===== src/rtl/imem_load_ctrl_pkg.sv =====
// Shared types for the instruction-memory load controller: FSM states, the
// NOP filler word and RV32I opcode/encoding helpers used to build programs.
package imem_load_ctrl_pkg;

  localparam logic [31:0] NOP_INSTR = 32'h0000_0013;

  typedef enum logic [1:0] {
    IDLE,
    LOAD,
    RUN
  } imem_ld_state_e;

  typedef enum logic [6:0] {
    OP_LUI    = 7'b0110111,
    OP_AUIPC  = 7'b0010111,
    OP_JAL    = 7'b1101111,
    OP_JALR   = 7'b1100111,
    OP_BRANCH = 7'b1100011,
    OP_LOAD   = 7'b0000011,
    OP_STORE  = 7'b0100011,
    OP_IMM    = 7'b0010011,
    OP_OP     = 7'b0110011
  } opcode_e;

  function automatic logic [31:0] enc_r(input logic [6:0] funct7,
                                        input logic [4:0] rs2,
                                        input logic [4:0] rs1,
                                        input logic [2:0] funct3,
                                        input logic [4:0] rd,
                                        input opcode_e    op);
    return {funct7, rs2, rs1, funct3, rd, op};
  endfunction

  function automatic logic [31:0] enc_i(input logic [11:0] imm,
                                        input logic [4:0]  rs1,
                                        input logic [2:0]  funct3,
                                        input logic [4:0]  rd,
                                        input opcode_e     op);
    return {imm, rs1, funct3, rd, op};
  endfunction

endpackage


===== src/rtl/imem_load_ctrl_if.sv =====
// Load-stream, memory-port and fetch signals of the instruction-memory
// controller; slave is the controller side, master the surrounding system.
interface imem_load_ctrl_if #(
  parameter int unsigned ADDR_W = 5,
  parameter int unsigned DATA_W = 32
);

  logic              load_req;
  logic              s_valid;
  logic              s_ready;
  logic [DATA_W-1:0] s_data;
  logic              s_last;
  logic              mem_we;
  logic [ADDR_W-1:0] mem_addr;
  logic [DATA_W-1:0] mem_wdata;
  logic [DATA_W-1:0] mem_rdata;
  logic [31:0]       fetch_pc;
  logic [DATA_W-1:0] fetch_instr;
  logic              fetch_valid;
  logic              fetch_fault;
  logic              cpu_rst_n;
  logic              load_done;
  logic [ADDR_W:0]   load_count;
  logic              load_err;

  modport slave (
    input  load_req, s_valid, s_data, s_last, mem_rdata, fetch_pc,
    output s_ready, mem_we, mem_addr, mem_wdata, fetch_instr, fetch_valid,
           fetch_fault, cpu_rst_n, load_done, load_count, load_err
  );

  modport master (
    output load_req, s_valid, s_data, s_last, mem_rdata, fetch_pc,
    input  s_ready, mem_we, mem_addr, mem_wdata, fetch_instr, fetch_valid,
           fetch_fault, cpu_rst_n, load_done, load_count, load_err
  );

endinterface


===== src/rtl/imem_load_ctrl.sv =====
// Instruction-memory controller: loads a program stream into the single-port
// memory while holding the core in reset, then serves core fetches from it.
module imem_load_ctrl
  import imem_load_ctrl_pkg::*;
#(
  parameter int unsigned ADDR_W = 5,
  parameter int unsigned DATA_W = 32
) (
  input logic              clk,
  input logic              rst_n,
  imem_load_ctrl_if.slave  bus
);

  imem_ld_state_e    r_state;
  imem_ld_state_e    w_next;
  logic [ADDR_W-1:0] r_wr_ptr;
  logic [ADDR_W:0]   r_load_count;
  logic              r_load_err;
  logic              r_load_done;
  logic              r_cpu_rst_n;
  logic              r_fetch_valid;
  logic              r_fetch_fault;

  logic              w_s_ready;
  logic              w_mem_we;
  logic [ADDR_W-1:0] w_mem_addr;
  logic [DATA_W-1:0] w_mem_wdata;
  logic              w_accept;
  logic              w_exit;
  logic              w_pc_bad;
  logic              w_fetch_ok;

  assign w_pc_bad = (bus.fetch_pc[1:0] != 2'b00) || (bus.fetch_pc[31:ADDR_W+2] != '0);

  // A reload request in RUN wins over the fetch issued in the same cycle.
  assign w_fetch_ok = (r_state == RUN) && !bus.load_req;

  always_comb begin
    w_next      = r_state;
    w_s_ready   = 1'b0;
    w_mem_we    = 1'b0;
    w_mem_addr  = '0;
    w_mem_wdata = '0;
    w_accept    = 1'b0;
    w_exit      = 1'b0;
    case (r_state)
      IDLE: begin
        if (bus.load_req) w_next = LOAD;
      end
      LOAD: begin
        w_s_ready  = 1'b1;
        w_mem_addr = r_wr_ptr;
        if (bus.s_valid) begin
          w_accept    = 1'b1;
          w_mem_we    = 1'b1;
          w_mem_wdata = bus.s_data;
          if (bus.s_last || (r_wr_ptr == '1)) begin
            w_exit = 1'b1;
            w_next = RUN;
          end
        end
      end
      RUN: begin
        w_mem_addr = bus.fetch_pc[ADDR_W+1:2];
        if (bus.load_req) w_next = LOAD;
      end
      default: w_next = IDLE;
    endcase
  end

  always_ff @(posedge clk or negedge rst_n) begin
    if (!rst_n) begin
      r_state       <= IDLE;
      r_wr_ptr      <= '0;
      r_load_count  <= '0;
      r_load_err    <= 1'b0;
      r_load_done   <= 1'b0;
      r_cpu_rst_n   <= 1'b0;
      r_fetch_valid <= 1'b0;
      r_fetch_fault <= 1'b0;
    end else begin
      r_state       <= w_next;
      r_cpu_rst_n   <= (w_next == RUN);
      r_load_done   <= w_exit;
      r_fetch_valid <= w_fetch_ok;
      r_fetch_fault <= w_fetch_ok && w_pc_bad;

      if ((w_next == LOAD) && (r_state != LOAD)) begin
        r_wr_ptr   <= '0;
        r_load_err <= 1'b0;
      end else if (w_accept) begin
        r_wr_ptr <= r_wr_ptr + 1'b1;
      end

      // An exit without s_last can only come from filling the last word.
      if (w_exit) begin
        r_load_count <= {1'b0, r_wr_ptr} + (ADDR_W+1)'(1);
        if (!bus.s_last) r_load_err <= 1'b1;
      end
    end
  end

  assign bus.s_ready     = w_s_ready;
  assign bus.mem_we      = w_mem_we;
  assign bus.mem_addr    = w_mem_addr;
  assign bus.mem_wdata   = w_mem_wdata;
  assign bus.fetch_valid = r_fetch_valid;
  assign bus.fetch_fault = r_fetch_fault;
  assign bus.fetch_instr = (r_fetch_valid && !r_fetch_fault) ? bus.mem_rdata
                                                             : DATA_W'(NOP_INSTR);
  assign bus.cpu_rst_n   = r_cpu_rst_n;
  assign bus.load_done   = r_load_done;
  assign bus.load_count  = r_load_count;
  assign bus.load_err    = r_load_err;

endmodule


===== src/flat_wrapper.sv =====
// flat-port wrapper written by rule: the top's interface ports become plain ports
module imem_load_ctrl_flat import imem_load_ctrl_pkg::*;
#(
  parameter int unsigned ADDR_W = 5,
  parameter int unsigned DATA_W = 32
)
  (clk, rst_n, bus_load_req, bus_s_valid, bus_s_data, bus_s_last, bus_mem_rdata, bus_fetch_pc, bus_s_ready, bus_mem_we, bus_mem_addr, bus_mem_wdata, bus_fetch_instr, bus_fetch_valid, bus_fetch_fault, bus_cpu_rst_n, bus_load_done, bus_load_count, bus_load_err);
  imem_load_ctrl_if #(.ADDR_W(ADDR_W), .DATA_W(DATA_W)) bus_i ();
  input logic clk;
  input logic rst_n;
  input wire logic [$bits(bus_i.load_req)-1:0] bus_load_req;
  input wire logic [$bits(bus_i.s_valid)-1:0] bus_s_valid;
  input wire logic [$bits(bus_i.s_data)-1:0] bus_s_data;
  input wire logic [$bits(bus_i.s_last)-1:0] bus_s_last;
  input wire logic [$bits(bus_i.mem_rdata)-1:0] bus_mem_rdata;
  input wire logic [$bits(bus_i.fetch_pc)-1:0] bus_fetch_pc;
  output wire logic [$bits(bus_i.s_ready)-1:0] bus_s_ready;
  output wire logic [$bits(bus_i.mem_we)-1:0] bus_mem_we;
  output wire logic [$bits(bus_i.mem_addr)-1:0] bus_mem_addr;
  output wire logic [$bits(bus_i.mem_wdata)-1:0] bus_mem_wdata;
  output wire logic [$bits(bus_i.fetch_instr)-1:0] bus_fetch_instr;
  output wire logic [$bits(bus_i.fetch_valid)-1:0] bus_fetch_valid;
  output wire logic [$bits(bus_i.fetch_fault)-1:0] bus_fetch_fault;
  output wire logic [$bits(bus_i.cpu_rst_n)-1:0] bus_cpu_rst_n;
  output wire logic [$bits(bus_i.load_done)-1:0] bus_load_done;
  output wire logic [$bits(bus_i.load_count)-1:0] bus_load_count;
  output wire logic [$bits(bus_i.load_err)-1:0] bus_load_err;
  assign bus_i.load_req = bus_load_req;
  assign bus_i.s_valid = bus_s_valid;
  assign bus_i.s_data = bus_s_data;
  assign bus_i.s_last = bus_s_last;
  assign bus_i.mem_rdata = bus_mem_rdata;
  assign bus_i.fetch_pc = bus_fetch_pc;
  assign bus_s_ready = bus_i.s_ready;
  assign bus_mem_we = bus_i.mem_we;
  assign bus_mem_addr = bus_i.mem_addr;
  assign bus_mem_wdata = bus_i.mem_wdata;
  assign bus_fetch_instr = bus_i.fetch_instr;
  assign bus_fetch_valid = bus_i.fetch_valid;
  assign bus_fetch_fault = bus_i.fetch_fault;
  assign bus_cpu_rst_n = bus_i.cpu_rst_n;
  assign bus_load_done = bus_i.load_done;
  assign bus_load_count = bus_i.load_count;
  assign bus_load_err = bus_i.load_err;
  imem_load_ctrl #(.ADDR_W(ADDR_W), .DATA_W(DATA_W)) u_core (.clk(clk), .rst_n(rst_n), .bus(bus_i));
endmodule

===== config.mk =====
export PLATFORM = sky130hd
export DESIGN_NAME = imem_load_ctrl_flat
export DESIGN_NICKNAME = d
export VERILOG_FILES = /design/src/rtl/imem_load_ctrl_pkg.sv /design/src/rtl/imem_load_ctrl_if.sv /design/src/rtl/imem_load_ctrl.sv /design/src/flat_wrapper.sv
export SDC_FILE = /design/constraint.sdc
export NUM_CORES = 1
export LEC_CHECK = 0
export CAP_MARGIN = 40
export CORE_ASPECT_RATIO = 0.7
export CORE_MARGIN = 3
export CORE_UTILIZATION = 26
export CTS_CLUSTER_SIZE = 8
export DETAILED_ROUTE_END_ITERATION = 12
export MAX_ROUTING_LAYER = met4
export PLACE_DENSITY_LB_ADDON = 0.2
export SLEW_MARGIN = 30
export SYNTH_ARGS = -nofsm -noshare
export SYNTH_HDL_FRONTEND = slang
export SYNTH_SLANG_ARGS = --single-unit

===== constraint.sdc =====
create_clock -name clk -period 2 [get_ports clk]
set_input_delay 0.3 -clock clk [delete_from_list [all_inputs] [get_ports clk]]
set_output_delay 0.3 -clock clk [all_outputs]
set_load 0.02 [all_outputs]

Word-level counts from Yosys, hierarchy flattened
Index checks and enable logic that the tools add are counted.

word-level totals
  flip-flop bits (word level) = 18
  bits in latches = 0
  memory bits (writable) = 0
  memory bits (read-only) = 0
  bits of input ports = 101
  logic and storage cells = 48
  memories kept = 0

operators by class
  $add $sub $neg = 2
  $mul = 0
  div/mod/pow operators = 0
  order comparisons = 0
  equal/unequal tests = 6
  shift-type cells = 0
  mux-type cells = 19
  bitwise logic cells = 0
  reduce and logical (&&, ||, !) cells = 13

operators with widths
  operator               count
  $mux W32               3
  $reduce_bool A25 Y1    1
  $mux W5                2
  $pmux W5 S2            1
  $mux W1                9
  $add A5 B1 Y6 const B  1
  $mux W2                3
  $add A5 B1 Y5 const B  1
  $eq A5 B5 Y1 const B   1
  $eq A2 B1 Y1 const B   2
  $eq A2 B2 Y1 const B   2
  $logic_and A1 B1 Y1    4
  $pmux W2 S2            1
  $reduce_bool A2 Y1     2
  $logic_not A1 Y1       2
  $logic_not A2 Y1       1
  $logic_or A1 B1 Y1     2
  $ne A2 B1 Y1 const B   1
  $reduce_or A2 Y1       1

Logic depth before layout (Yosys ltp)
  depth after elaboration = 10
  mapped depth = 7
  gate-level depth less buffers = 7

Least setup slack after synthesis
Ideal clock, no wire load.

  kind = register -> output
  start point = register u_core.r_state[1]
  end point = output port bus_mem_addr[2]
  data arrival time = 1.519 ns
  required time = 1.700 ns
  setup slack = 0.181 ns
  stages on the path, launching flop included = 7
  path buffers = 2
  cells stage by stage = dfrtp_1 > inv_1 > ha_1 > buf_4 > buf_2 > a22oi_1 > nor2b_1

on the way
  longest elaborated chain between the ends = 2
  elaborated cells on any way between the ends = 3
  those cells by class = eq/ne (2); mux (1)

ends and longest elaborated chain
  item                                          line                  RTL
  start, declared                               imem_load_ctrl.sv:14  imem_ld_state_e r_state;
  start signal, assigned                        imem_load_ctrl.sv:82  r_state <= w_next;
  $eq A2 B2 Y1 or $eq A2 B1 Y1 (tied branches)  imem_load_ctrl.sv:46  case (r_state)
  $pmux W5 S2 *                                 imem_load_ctrl.sv:46
  end, declared                                 flat_wrapper.sv:19    output wire logic [$bits(bus_i.mem_addr)-1:0] bus_mem_addr;

Every way passes the cells marked *; elsewhere a longest branch is shown, timed or not.

Worst setup path after layout
  start point = register u_core.r_state[1]
  end point = output port bus_mem_wdata[31]

on the way
  longest elaborated chain between the ends = 2

ends and longest elaborated chain
  item           line                  RTL
  $eq A2 B1 Y1   imem_load_ctrl.sv:46
  $mux W32       imem_load_ctrl.sv:46
  end, declared  flat_wrapper.sv:20    output wire logic [$bits(bus_i.mem_wdata)-1:0] bus_mem_wdata;

No other way between the ends.

==> flow_metrics.tcl <==
set metrics [dict create \
    outcome "completed" \
    reg2reg_to "u_core.bus.load_err" \
    drv_slew 0 \
    synthArstFlopShare 1.00 \
    synth_seq_cells 18 \
    fmax_mhz 523 \
    cpPeakStageDelay_ns 0.37 \
    dr.first_iter.drc_count 63 \
    reg2reg_slack_ns 0.16 \
    die-area_sq_um 6640 \
    critPathTopFamily "buffers and inverters" \
    ys_top_cells_by_count "and3_1, and2_1, dfrtp_1" \
    synth_area_sq_um 1480 \
    final_antenna_net_count 0 \
    post_cts_buffers 0 \
    grt_start_max_net_pins 32 \
    ys.flop_type "dfrtp_1" \
    syn2layout_area_growth_pct 130 \
    dp_hpwl_mm 5.48 \
    required_ns 1.70 \
    finalHoldViolCount 0 \
    period_needed_ns 1.91 \
    ys_seq_area_frac 0.305 \
    synth_most_common_cell "and3_1" \
    fin_nets 482 \
    die_x_microns 96.1 \
    r2r_cells 8 \
    drc 0 \
    n_fill_cell 500 \
    synth-compound-area-share 0.134 \
    vias 2018 \
    antenna_found_initial 0 \
    synth-xor-area-share 0.0178 \
    cts.clk_slew.worst_paths_ns 0.07 \
    worst_slew_pin_slew_ns 0.312 \
    min_path_type "input pin to asynchronous set/reset pin" \
    p_sw_mw 1.16 \
    via_per_inst 4.52 \
    synth-simple-area-share 0.416 \
    crit_buf_inv 3 \
    ys_top_cells_by_area "dfrtp_1, and3_1, and2_1" \
    yosysTopAreaCellShare 0.305 \
    antenna_cells 0 \
    critPathLaunchType "flop" \
    drive_gt1_frac 0.142 \
    ir_worst_vdd_uv 623 \
    fin_crit_sh 0.955 \
    slew_headroom 0.790 \
    finalClockSkew_ns 0.00752 \
    arrival_ns 1.61 \
    fin_area_sq_um 3400 \
    track_usage 0.193 \
    synth_fp_nets 289 \
    synth_top_family_by_area "simple AND/OR/NAND/NOR gates" \
    clockBufferDepth 2 \
    syn_area_per_cell_sq_um 8.12 \
    synthCells 182 \
    start_util 0.275 \
    comb_power_share 0.699 \
    globalRoute.totalOverflow 0 \
    yosys.area.top_type "dfrtp_1" \
    drt-pass1-iter-count 4 \
    die_height_microns 69.1 \
    p_int_mw 1.53 \
    clock_latency_ns 0.25 \
    io_buffers 182 \
    synth_cell_type_count 38 \
    place_area_sq_um 3480 \
    timing.setup.tns_ns 0 \
    startpoint "u_core.r_state[1]" \
    drv_cap 0 \
    routed_wl_mm 6.47 \
    cts_root_buffer "clkbuf_8" \
    critPathCaptureType "output pin" \
    cts_tree "built" \
    grt_pass1_vias 1967 \
    clock_sinks 18 \
    rsz0062_at_grt "no" \
    synthAdderAreaFrac 0.0508 \
    cellLeakagePower_nw 1.77 \
    synth_mux_area_frac 0.0135 \
    setup_violations 0 \
    worst-path-stages 5 \
    pwr-share-seq 0.191 \
    r2r-start "u_core.r_wr_ptr[0]" \
    synth.yosys.warnings 0 \
    crit_fanout 26 \
    power_density_nw_per_um2 790 \
    cts_made_buffers 3 \
    rows 22 \
    ios 183 \
    htree_levels 1 \
    wire_per_inst_microns 14.5 \
    crit_chain "inv_1 > ha_2 > buf_6 > and3_1 > clkdlybuf4s15_1" \
    sw_frac_of_total 0.431 \
    synth_edf_count 0 \
    core_area_sq_um 5370 \
    grt_pass1_wl_mm 10.1 \
    pwr-share-clk 0.110 \
    worstSetupPathType "flop to output pin" \
    cp_slowest_cell "dfrtp_1" \
    gp_congestion 0.879 \
]
worst max-delay path by stage:
stage                                to  slack, ns
floorplan               bus_mem_addr[2]       0.18
global placement       bus_mem_wdata[2]      -0.06
detailed placement     bus_mem_wdata[1]      -0.08
CTS                 bus_fetch_instr[16]      0.001
global route          bus_mem_wdata[24]      0.001
finish                bus_mem_wdata[31]       0.09
state kept, by name, summed over array words and instances (netlist names):
signal and cells:
u_core.bus.load_err 1, u_core.bus.load_count 6, u_core.r_wr_ptr 5, u_core.bus.fetch_valid 1, u_core.bus.cpu_rst_n 1, u_core.bus.load_done 1
u_core.bus.fetch_fault 1, u_core.r_state 2
metal layers:
metal | wire, microns | GRT usage | share of wire
met5 | 0 | - | 0
met4 | 8 | 0.00946 | 0.0012
met3 | 714 | 0.0502 | 0.11
met2 | 3250 | 0.344 | 0.50
met1 | 2500 | 0.226 | 0.39
through the flow:
stage                     setup WS [ns]  cells  hold slack [ns]  power [mW]   util
after floorplan                   0.181    182          0.00441        1.53      -
after global placement          -0.0604    442            0.463        2.50  0.649
after detailed placement        -0.0765    442            0.462        2.53  0.649
after CTS                       0.00104    446            0.370        2.72  0.646
after global routing            0.00103    446            0.418        2.89  0.634
final                            0.0890    446            0.364        2.69  0.634
power by group through the flow:
stage	Combinational [mW]	Sequential, mW	Clock (mW)
floorplan	0.934	0.600	0
CTS	1.90	0.513	0.302
finish	1.88	0.513	0.295
global placement	1.98	0.515	0
global route	2.05	0.523	0.321
detailed placement	2.01	0.516	0
timing repair:
item	4_1_cts	5_1_grt
gates cloned	0	0
setup endpoints to repair	65	42
endpoints found under the hold margin	0	0
gates resized for setup	69	59
hold buffers	0	0
kinds of logic (layout without fill, tap and decap cells):
logic type,after synthesis,after routing
mux,2,2
compound gates,29,29
fa+ha+maj,6,6
buf+inv,21,213
simple gates,103,103
xor+xnor,3,3
flops,18,18
cell type report:
| cell class | count | area [sq um] | share of cell area |
|---|---|---|---|
| timing repair buffer | 202 | 1840 | 0.542 |
| multi-input combinational | 143 | 938 | 0.276 |
| sequential | 18 | 450 | 0.132 |
| tap | 72 | 90.1 | 0.0265 |
| clock buffer | 4 | 55.1 | 0.0162 |
| inverter | 7 | 26.3 | 0.00772 |
layout by cell type, fill, tap and decap left out, types with 6 or more instances in the layout:
cell type / count
clkdlybuf4s50_1: 113
and3_1: 33
dlygate4sd2_1: 32
and2_1: 29
clkbuf_2: 23
buf_4: 18
dfrtp_1: 18
nand2_1: 10
clkdlybuf4s15_1: 10
nor2b_1: 7
nand2b_1: 6
a22oi_1: 6
nor4_1: 6
No activity file was read; power rests on OpenSTA's default activity.
